<file path="src/rtl/text_overlay_pkg.sv">
// -----------------------------------------------------------------------------
// text_overlay_pkg
// Shared definitions for the VGA text overlay and its character-buffer writer:
//   - ASCII codes the writer interprets (space, CR, LF, BS, FF, printable range)
//   - default buffer geometry (6 rows x 50 cols of an 8x16 font)
//   - writer FSM state encoding and cursor-counter operation codes
// -----------------------------------------------------------------------------
package text_overlay_pkg;

  localparam logic [7:0] ASCII_SPACE = 8'h20;
  localparam logic [7:0] ASCII_CR    = 8'h0D;
  localparam logic [7:0] ASCII_LF    = 8'h0A;
  localparam logic [7:0] ASCII_BS    = 8'h08;
  localparam logic [7:0] ASCII_FF    = 8'h0C;
  localparam logic [7:0] PRINT_MIN   = 8'h20;
  localparam logic [7:0] PRINT_MAX   = 8'h7E;

  // Buffer geometry shared with the overlay read side.
  localparam int ROWS2       = 6;
  localparam int COLS2       = 50;
  localparam int CHAR_WIDTH  = 8;
  localparam int CHAR_HEIGHT = 16;

  typedef enum logic {
    ST_IDLE  = 1'b0,
    ST_CLEAR = 1'b1
  } writer_state_e;

  typedef enum logic [2:0] {
    CUR_HOLD    = 3'd0,
    CUR_ADVANCE = 3'd1,  // col+1, wrapping into the next row, row wraps to 0
    CUR_DEC_COL = 3'd2,  // col-1, caller guarantees col > 0
    CUR_HOME    = 3'd3,  // (0,0)
    CUR_NEWLINE = 3'd4,  // row+1 with wrap, col=0
    CUR_CR      = 3'd5   // col=0, row unchanged
  } cursor_op_e;

  function automatic logic is_printable(input logic [7:0] c);
    return (c >= PRINT_MIN) && (c <= PRINT_MAX);
  endfunction

endpackage

</file>
<file path="src/rtl/text_cursor.sv">
// -----------------------------------------------------------------------------
// text_cursor
// Row/column position counter for the character buffer. One operation per
// cycle selected by iOp; the position wraps at COLS-1 / ROWS-1 (no scrolling).
// Ports:
//   iCLK, iRST_N : clock, asynchronous active-low reset (position -> (0,0))
//   iOp          : operation to apply on this clock edge
//   oRow, oCol   : current position (registered)
// -----------------------------------------------------------------------------
module text_cursor
  import text_overlay_pkg::*;
#(
  parameter int ROWS  = ROWS2,
  parameter int COLS  = COLS2,
  parameter int ROW_W = 3,
  parameter int COL_W = 6
) (
  input  logic             iCLK,
  input  logic             iRST_N,
  input  cursor_op_e       iOp,
  output logic [ROW_W-1:0] oRow,
  output logic [COL_W-1:0] oCol
);

  localparam logic [ROW_W-1:0] ROW_LAST = ROW_W'(ROWS - 1);
  localparam logic [COL_W-1:0] COL_LAST = COL_W'(COLS - 1);

  logic [ROW_W-1:0] row_q, row_d, row_inc;
  logic [COL_W-1:0] col_q, col_d;

  assign row_inc = (row_q == ROW_LAST) ? '0 : row_q + ROW_W'(1);

  always_comb begin
    row_d = row_q;
    col_d = col_q;
    case (iOp)
      CUR_ADVANCE: begin
        if (col_q == COL_LAST) begin
          col_d = '0;
          row_d = row_inc;
        end else begin
          col_d = col_q + COL_W'(1);
        end
      end
      CUR_DEC_COL: col_d = col_q - COL_W'(1);
      CUR_HOME: begin
        row_d = '0;
        col_d = '0;
      end
      CUR_NEWLINE: begin
        row_d = row_inc;
        col_d = '0;
      end
      CUR_CR:  col_d = '0;
      default: ;
    endcase
  end

  always_ff @(posedge iCLK or negedge iRST_N) begin
    if (!iRST_N) begin
      row_q <= '0;
      col_q <= '0;
    end else begin
      row_q <= row_d;
      col_q <= col_d;
    end
  end

  assign oRow = row_q;
  assign oCol = col_q;

endmodule

</file>
<file path="src/rtl/text_buffer_writer.sv">
// -----------------------------------------------------------------------------
// text_buffer_writer
// Writer side of the on-screen character buffer. Turns an ASCII byte stream
// into single-cycle writes on the character RAM write port, tracks a cursor,
// interprets CR/LF/BS/FF, and sweeps the whole buffer with spaces after reset,
// on iClear, or on FF.
//
// Handshake: a byte is transferred on a rising edge where iValid & oReady.
// oReady is combinational, high only in IDLE with no iClear that cycle, so a
// byte presented together with iClear is never taken. iValid may be held
// across cycles; one byte per cycle is accepted while oReady stays high.
//
// Ports:
//   iCLK, iRST_N       : clock, asynchronous active-low reset
//   iData, iValid      : byte source; oReady : writer accepts this cycle
//   iClear             : single-cycle clear request
//   oWe, oWr_row, oWr_col, oWr_data : registered RAM write port
//   oCursor_row, oCursor_col        : cursor (sweep position while clearing)
//   oBusy              : clear sweep in progress; doubles as FSM state view
// -----------------------------------------------------------------------------
module text_buffer_writer
  import text_overlay_pkg::*;
#(
  parameter int ROWS  = ROWS2,
  parameter int COLS  = COLS2,
  parameter int ROW_W = 3,
  parameter int COL_W = 6
) (
  input  logic             iCLK,
  input  logic             iRST_N,
  input  logic [7:0]       iData,
  input  logic             iValid,
  output logic             oReady,
  input  logic             iClear,
  output logic             oWe,
  output logic [ROW_W-1:0] oWr_row,
  output logic [COL_W-1:0] oWr_col,
  output logic [7:0]       oWr_data,
  output logic [ROW_W-1:0] oCursor_row,
  output logic [COL_W-1:0] oCursor_col,
  output logic             oBusy
);

  localparam logic [ROW_W-1:0] ROW_LAST = ROW_W'(ROWS - 1);
  localparam logic [COL_W-1:0] COL_LAST = COL_W'(COLS - 1);

  writer_state_e    state_q, state_d;
  logic             busy_q, busy_d;
  logic             we_q, we_d;
  logic [ROW_W-1:0] wr_row_q, wr_row_d;
  logic [COL_W-1:0] wr_col_q, wr_col_d;
  logic [7:0]       wr_data_q, wr_data_d;

  cursor_op_e       cur_op;
  logic [ROW_W-1:0] cur_row;
  logic [COL_W-1:0] cur_col;
  logic             accept;
  logic             last_cell;

  // The same counter serves as the sweep position during CLEAR and as the
  // text cursor in IDLE; both start from (0,0) so no hand-over is needed.
  text_cursor #(
    .ROWS  (ROWS),
    .COLS  (COLS),
    .ROW_W (ROW_W),
    .COL_W (COL_W)
  ) u_cursor (
    .iCLK   (iCLK),
    .iRST_N (iRST_N),
    .iOp    (cur_op),
    .oRow   (cur_row),
    .oCol   (cur_col)
  );

  assign oReady    = (state_q == ST_IDLE) && !iClear;
  assign accept    = iValid && oReady;
  assign last_cell = (cur_row == ROW_LAST) && (cur_col == COL_LAST);

  always_comb begin
    state_d   = state_q;
    cur_op    = CUR_HOLD;
    we_d      = 1'b0;
    wr_row_d  = wr_row_q;
    wr_col_d  = wr_col_q;
    wr_data_d = wr_data_q;

    if (iClear) begin
      // Restart from any state; the pending cell (if clearing) is not written.
      state_d = ST_CLEAR;
      cur_op  = CUR_HOME;
    end else begin
      case (state_q)
        ST_CLEAR: begin
          we_d      = 1'b1;
          wr_row_d  = cur_row;
          wr_col_d  = cur_col;
          wr_data_d = ASCII_SPACE;
          if (last_cell) begin
            state_d = ST_IDLE;
            cur_op  = CUR_HOME;
          end else begin
            cur_op  = CUR_ADVANCE;
          end
        end
        default: begin
          if (accept) begin
            if (is_printable(iData)) begin
              we_d      = 1'b1;
              wr_row_d  = cur_row;
              wr_col_d  = cur_col;
              wr_data_d = iData;
              cur_op    = CUR_ADVANCE;
            end else begin
              case (iData)
                ASCII_CR: cur_op = CUR_CR;
                ASCII_LF: cur_op = CUR_NEWLINE;
                ASCII_BS: begin
                  // Backspace never wraps back into the previous row.
                  if (cur_col != '0) begin
                    we_d      = 1'b1;
                    wr_row_d  = cur_row;
                    wr_col_d  = cur_col - COL_W'(1);
                    wr_data_d = ASCII_SPACE;
                    cur_op    = CUR_DEC_COL;
                  end
                end
                ASCII_FF: begin
                  state_d = ST_CLEAR;
                  cur_op  = CUR_HOME;
                end
                default: ;
              endcase
            end
          end
        end
      endcase
    end

    // Held through the cycle that shows the final sweep write, so oBusy
    // falls one cycle after the last oWe of the sweep.
    busy_d = (state_d == ST_CLEAR) || (state_q == ST_CLEAR);
  end

  always_ff @(posedge iCLK or negedge iRST_N) begin
    if (!iRST_N) begin
      state_q   <= ST_CLEAR;
      busy_q    <= 1'b1;
      we_q      <= 1'b0;
      wr_row_q  <= '0;
      wr_col_q  <= '0;
      wr_data_q <= ASCII_SPACE;
    end else begin
      state_q   <= state_d;
      busy_q    <= busy_d;
      we_q      <= we_d;
      wr_row_q  <= wr_row_d;
      wr_col_q  <= wr_col_d;
      wr_data_q <= wr_data_d;
    end
  end

  assign oWe         = we_q;
  assign oWr_row     = wr_row_q;
  assign oWr_col     = wr_col_q;
  assign oWr_data    = wr_data_q;
  assign oCursor_row = cur_row;
  assign oCursor_col = cur_col;
  assign oBusy       = busy_q;

endmodule

</file>
<file path="config.mk">
export PLATFORM = sky130hd
export DESIGN_NAME = text_buffer_writer
export DESIGN_NICKNAME = d
export VERILOG_FILES = /design/src/rtl/text_overlay_pkg.sv /design/src/rtl/text_cursor.sv /design/src/rtl/text_buffer_writer.sv
export SDC_FILE = /design/constraint.sdc
export NUM_CORES = 1
export LEC_CHECK = 0
export CAP_MARGIN = 40
export CORE_ASPECT_RATIO = 1.5
export CORE_MARGIN = 2
export CORE_UTILIZATION = 45
export DETAILED_ROUTE_END_ITERATION = 6
export PLACE_DENSITY = 0.72
export SETUP_SLACK_MARGIN = 0.3
export SLEW_MARGIN = 20
export SYNTH_ARGS = -nofsm -noshare
export SYNTH_HDL_FRONTEND = slang
export SYNTH_HIERARCHICAL = 1
export SYNTH_SLANG_ARGS = --single-unit
</file>
<file path="constraint.sdc">
create_clock -name iCLK -period 3.36 [get_ports iCLK]
set_clock_uncertainty 0.05 [all_clocks]
set_input_delay 0.672 -clock iCLK [delete_from_list [all_inputs] [get_ports iCLK]]
set_output_delay 0.672 -clock iCLK [all_outputs]
set_load 0.005 [all_outputs]
</file>
[Yosys cells after proc, flatten, opt, wreduce, memory -nomap -nowiden]
Index checks and enable logic that the tools add are counted.
Widths: inputs -> output; s select.
Cells by class
  add/subtract/negate cells: 3
  multipliers: 0
  div/mod/pow operators: 0
  magnitude comparators: 2
  equal/unequal tests: 12
  shift operators: 0
  muxes and demuxes: 39
  bitwise logic cells: 2
  reduce and logical (&&, ||, !) cells: 15
Operator list (count)
  $mux 8: 5
  $mux 6: 6
  $mux 3: 11
  $eq 8x4->1 const B: 4
  $pmux 6 s3: 1
  $mux 1: 12
  $pmux 3 s4: 1
  $reduce_bool 3->1: 4
  $eq 3x3->1 const B: 3
  $pmux 3 s3: 1
  $ge 8x6->1 const B: 1
  $le 8x7->1 const B: 1
  $add 6x1->6 const B: 1
  $eq 3x2->1 const B: 2
  $eq 6x6->1 const B: 1
  $reduce_bool 6->1: 1
  $sub 6x1->6 const B: 1
  $logic_and 1x1->1: 4
  $mux 2: 2
  $reduce_and 4->1: 1
  $add 3x1->3 const B: 1
  $eq 3x1->1 const B: 1
  $reduce_or 3->1: 1
  $ne 2x2->1 const B: 1
  other kinds (5): 6
Word-level totals
  register bits: 29
  bits in latches: 0
  memory bits (writable): 0
  bits in read-only memories: 0
  output and inout bits: 29
  logic and storage cells: 81
  memories kept: 0

[Longest topological paths before layout]
  word-level depth: 10
  gate-level depth with buffers: 11
  depth with buffers taken out: 10

[Cells and area by module]
The synthesis kept the hierarchy.
By module, submodules not included
  text_buffer_writer: times used 1, cells an instance 123, area an instance 1253.7 sq um
  text_cursor: times used 1, cells an instance 76, area an instance 674.4 sq um

[Worst setup path before layout]
Ideal clock, no wire load.
  path kind: reg-to-reg
  start point: reg u_cursor.col_q[0] (netlist: u_cursor/oCol[0])
  end point: reg u_cursor.row_q[1] (netlist: u_cursor/oRow[1])
  arrival time: 2.689 ns
  slack: 0.541 ns
  stages on the path, launching flop included: 11
  clock period less this slack: 2.819 ns
  cell sequence: dfrtp_1 inv_1 ha_1 or3b_4 o311ai_4 and2_1 o221ai_1 buf_6 or3b_1 a31oi_2 mux2i_1
On the way
  longest elaborated chain between the ends: 10
  elaborated cells on any way between the ends: 17
RTL lines
  start, declared: RTL line text_cursor.sv:29  | logic [COL_W-1:0] col_q, col_d;
  start signal, assigned: RTL line text_cursor.sv:65  | col_q <= col_d;
  $reduce_bool 6->1: RTL line text_buffer_writer.sv:119  | if (cur_col != '0) begin
  $mux 2: RTL line text_buffer_writer.sv:119
  $pmux 3 s4: RTL line text_buffer_writer.sv:114  | case (iData)
  $mux 3: RTL line text_buffer_writer.sv:107  | if (is_printable(iData)) begin
  $mux 3: RTL line text_buffer_writer.sv:106  | if (accept) begin
  $mux 3 *: RTL line text_buffer_writer.sv:92  | case (state_q)
  $mux 3 *: RTL line text_buffer_writer.sv:87  | if (iClear) begin
  net cur_op[1]: RTL line text_buffer_writer.sv:54  | cursor_op_e cur_op;
  $eq 3x1->1, or another cell as far along: RTL line text_cursor.sv:36  | case (iOp)
  $ne 2x2->1 (no source line) / $reduce_bool 3->1 (equally long branches)
  $reduce_and 2->1 (no source line)
  end signal, assigned: RTL line text_cursor.sv:64  | row_q <= row_d;
  end, declared: RTL line text_cursor.sv:28  | logic [ROW_W-1:0] row_q, row_d, row_inc;
Mark *: on every way through the listed nets, which the timed path passes. The rest lies on a longest branch.
A chain may end at the register's enable or synchronous reset.

[Worst setup path in the final report]
  start point: in iData[2]
  end point: reg u_cursor.col_q[5] (netlist: u_cursor/oCol[5])
On the way
  longest elaborated chain between the ends: 9
  elaborated cells on any way between the ends: 20
RTL lines
  start, declared: RTL line text_buffer_writer.sv:31  | input logic [7:0] iData,
  $ge 8x6->1, or another cell as far along: RTL line text_overlay_pkg.sv:39  | return (c >= PRINT_MIN) && (c <= PRINT_MAX);
  $logic_and 1x1->1 / $pmux 3 s4 (equally long branches): RTL line text_overlay_pkg.sv:39, text_buffer_writer.sv:114
  $mux 3 *: RTL line text_buffer_writer.sv:107
  $mux 3 *: RTL line text_buffer_writer.sv:106
  $mux 3 *: RTL line text_buffer_writer.sv:92
  $mux 3 *: RTL line text_buffer_writer.sv:87
  net cur_op[1]: RTL line text_buffer_writer.sv:54
  $eq 3x2->1 / $eq 3x3->1 (equally long branches): RTL line text_cursor.sv:36
  $reduce_or 3->1 (no source line)
  $pmux 6 s3 / $reduce_bool 3->1 (equally long branches)
Marked as above.

==> flow_summary.toml <==
[floorplan]
dieArea_sq_um = 4840
initial_core_util = 0.462
die_y_um = 84.2
die_w_um = 57.4
num_rows = 29
pin_count = 41
core_area_sq_um = 4170

[drt]
drt-total-wl_um = 4970
wl_per_cell_um = 16.0
wl_met1_um = 1960
drcViolationCount = 0
drt_first_pass_iters = 4
top_layer_used = "met4"
dr.first_iter.drc_count = 77
wl_met3_um = 226
wl_met2_um = 2690
vias = 1833
viasPerCell = 5.91
ant_nets = 0

[clock_tree]
path_clk_slew_ns = 0.06
htree_levels = 2
cts_made_buffers = 5
cts.sinks = 29
tritoncts = "yes"
clk_latency_ns = 0.28
clockBufferDepth = 2
cts_root_buf = "clkbuf_8"

[sta]
period_share = 0.869
slew-limit-headroom = 0.546
rsz0062_at_grt = "yes"
slew_violations = 0
worst_pin_slew_ns = 0.677
setup-violations-final = 0
hold_violations = 0
fmax_mhz = 343
period_minus_slack_ns = 2.92

[pwr]
power_frac_comb = 0.251
p_seq_frac = 0.414
p_int_uw = 672
p_per_area_nw_per_um2 = 348
switchingPower_uw = 266
p_total_uw = 938
peakVddDrop_uv = 213
p_leak_uw = 0.00113
power_frac_clock = 0.335
p_sw_frac = 0.284

[logic_synthesis]
synthTopCellsByArea = "dfrtp_1 34%, mux2i_1 4.2%, dfstp_2 4.1%"
ys_warn_count = 6
post_synth_num_cell_types = 62
async_flop_share = 1.00
yosysSeqAreaShare = 0.378
syn-mean-instance-area_sq_um = 9.69
synth_area_sq_um = 1930
synth.largest_area_cell = "dfrtp_1"
synth_nets = 216
syn_inst = 199
ys_ff_latch = 29
synth_edf_count = 0
ys.flop_type = "dfrtp_1"
synth_top_cell_area_share = 0.337

[worst_setup_path]
cp-start-kind = "input port"
cp_slowest_cell = "clkdlybuf4s50_1"
worstPathMaxFanout = 6
max_stage_delay_ns = 0.53
end_kind = "register"
crit_type = "in -> reg"
cp_data_arrival_time_ns = 3.07
crit_top_cell = "buf_4"
path_cells = "clkdlybuf4s50_1 -> buf_4 -> nor2b_2 -> nand4b_1 -> and2_1 -> o221ai_1 -> buf_4 -> or3b_4 -> nor4_2 -> a311oi_1 -> a41oi_1"
cp.required_ns = 3.51

[placement]
portBuffers = 40
dp_hpwl_um = 3530
place.gp.congestion = 0.896
place_inst = 298

[cells_and_area]
final_common_cell = "clkdlybuf4s50_1"
layoutNonFillerInstCount = 310
drive_gt1_frac = 0.231
syn_to_final_growth_pct = 39.6
nFillCells = 347
finalNetCount = 280
final_cell_mix = "35 x clkdlybuf4s50_1, 26 x dfrtp_1, 22 x buf_4, 20 x nand2_1, 17 x inv_1"
antenna_cells = 0

[grt]
grt_pass1_wl_um = 8020
first_global_vias = 1708
gr-total-overflow = 0
grt_antenna_before_repair = 0
grt_start_max_net_pins = 30
track_usage = 0.211

[status]
outcome = "complete, no violations"

[hold_path]
hold_path.class = "reg -> reg"

[run]
max-cap-violations = 0
worst paths after layout:
check	depth (start not counted)	slack (ns)	endpoint	start
worst max register to register	13	0.48	u_cursor/oCol[1]	u_cursor/oCol[1]
worst min register to register	1	0.45	oWr_data[7]	oWr_data[7]
worst max-delay path	11	0.44	u_cursor/oCol[5]	iData[2]
min in group asynchronous	2	0.72	oWr_row[2]	iRST_N
max in group asynchronous	2	2.23	oBusy	iRST_N
worst min-delay path	1	0.45	oWr_data[7]	oWr_data[7]
synthesized netlist by cell type (all sizes together), types with 4 or more instances:
| master | count |
|---|---|
| mux2i | 8 |
| or3 | 5 |
| nand2 | 20 |
| buf | 6 |
| a21oi | 10 |
| o221a | 5 |
| dfrtp | 26 |
| nand3 | 11 |
| nor4 | 4 |
| o21ai | 7 |
| nor3 | 4 |
| inv | 17 |
| nor2 | 7 |
| ha | 5 |
stage by stage:
step                      hold slack [ns]  setup TNS, ns  utilization  instance area (sq um)  worst slack (ns)
final                               0.450              0        0.645                   2690             0.441
after global routing                0.482              0        0.645                   2690             0.217
after CTS                           0.459              0        0.625                   2610             0.312
after detailed placement            0.445        -0.0151        0.596                   2480           -0.0151
after global placement              0.439              0        0.596                   2480            0.0612
after floorplan                     0.326              0            -                   1930             0.541
state kept, by name, indices dropped and copies added (netlist names):
name,count
oWr_data,8
u_cursor/oRow,3
oWr_col,6
u_cursor/oCol,6
state_q,1
oWe,1
oBusy,1
oWr_row,3
area by class of cell:
type	count	area, sq um	share of cell area
sequential	29	729	0.271
multi-input combinational	147	1150	0.427
clock inverter	1	5.00	0.00186
tap	46	57.6	0.0214
timing repair buffer	63	589	0.219
clock buffer	7	96.3	0.0358
inverter	17	63.8	0.0237
per-layer routing:
layer	GRT usage	up-vias
li1	-	876
met1	0.244	897
met2	0.375	50
met3	0.0354	10
met4	0.0846	0
met5	0	-
logic make-up after synthesis:
logic type	synth area share
compound gates	0.236
xor+xnor	0.00909
fa+ha+maj	0.0324
buf+inv	0.0558
flops	0.378
mux	0.0591
simple gates	0.229
repair_timing:
item	in CTS	in global routing
buffers inserted	0	4
pin swaps	0	2
setup endpoints to repair	1	9
hold buffers	0	0
resized for setup	3	12
power by group through the flow:
stage / clock network, uW / registers [uW] / logic (uW)
2_1_floorplan: 0 / 407 / 105
3_5_place_dp: 0 / 395 / 227
3_3_place_gp: 0 / 394 / 224
5_1_grt: 333 / 392 / 257
6_report: 314 / 389 / 235
4_1_cts: 317 / 389 / 231
critical path, delay by kind of cell:
family                 cells  cell delay [ns]
AOI/OAI and AO/OA          3             0.41
and+or+nand+nor            5             1.14
buffers and inverters      3             0.86
No activity file was read; power rests on OpenSTA's default activity.
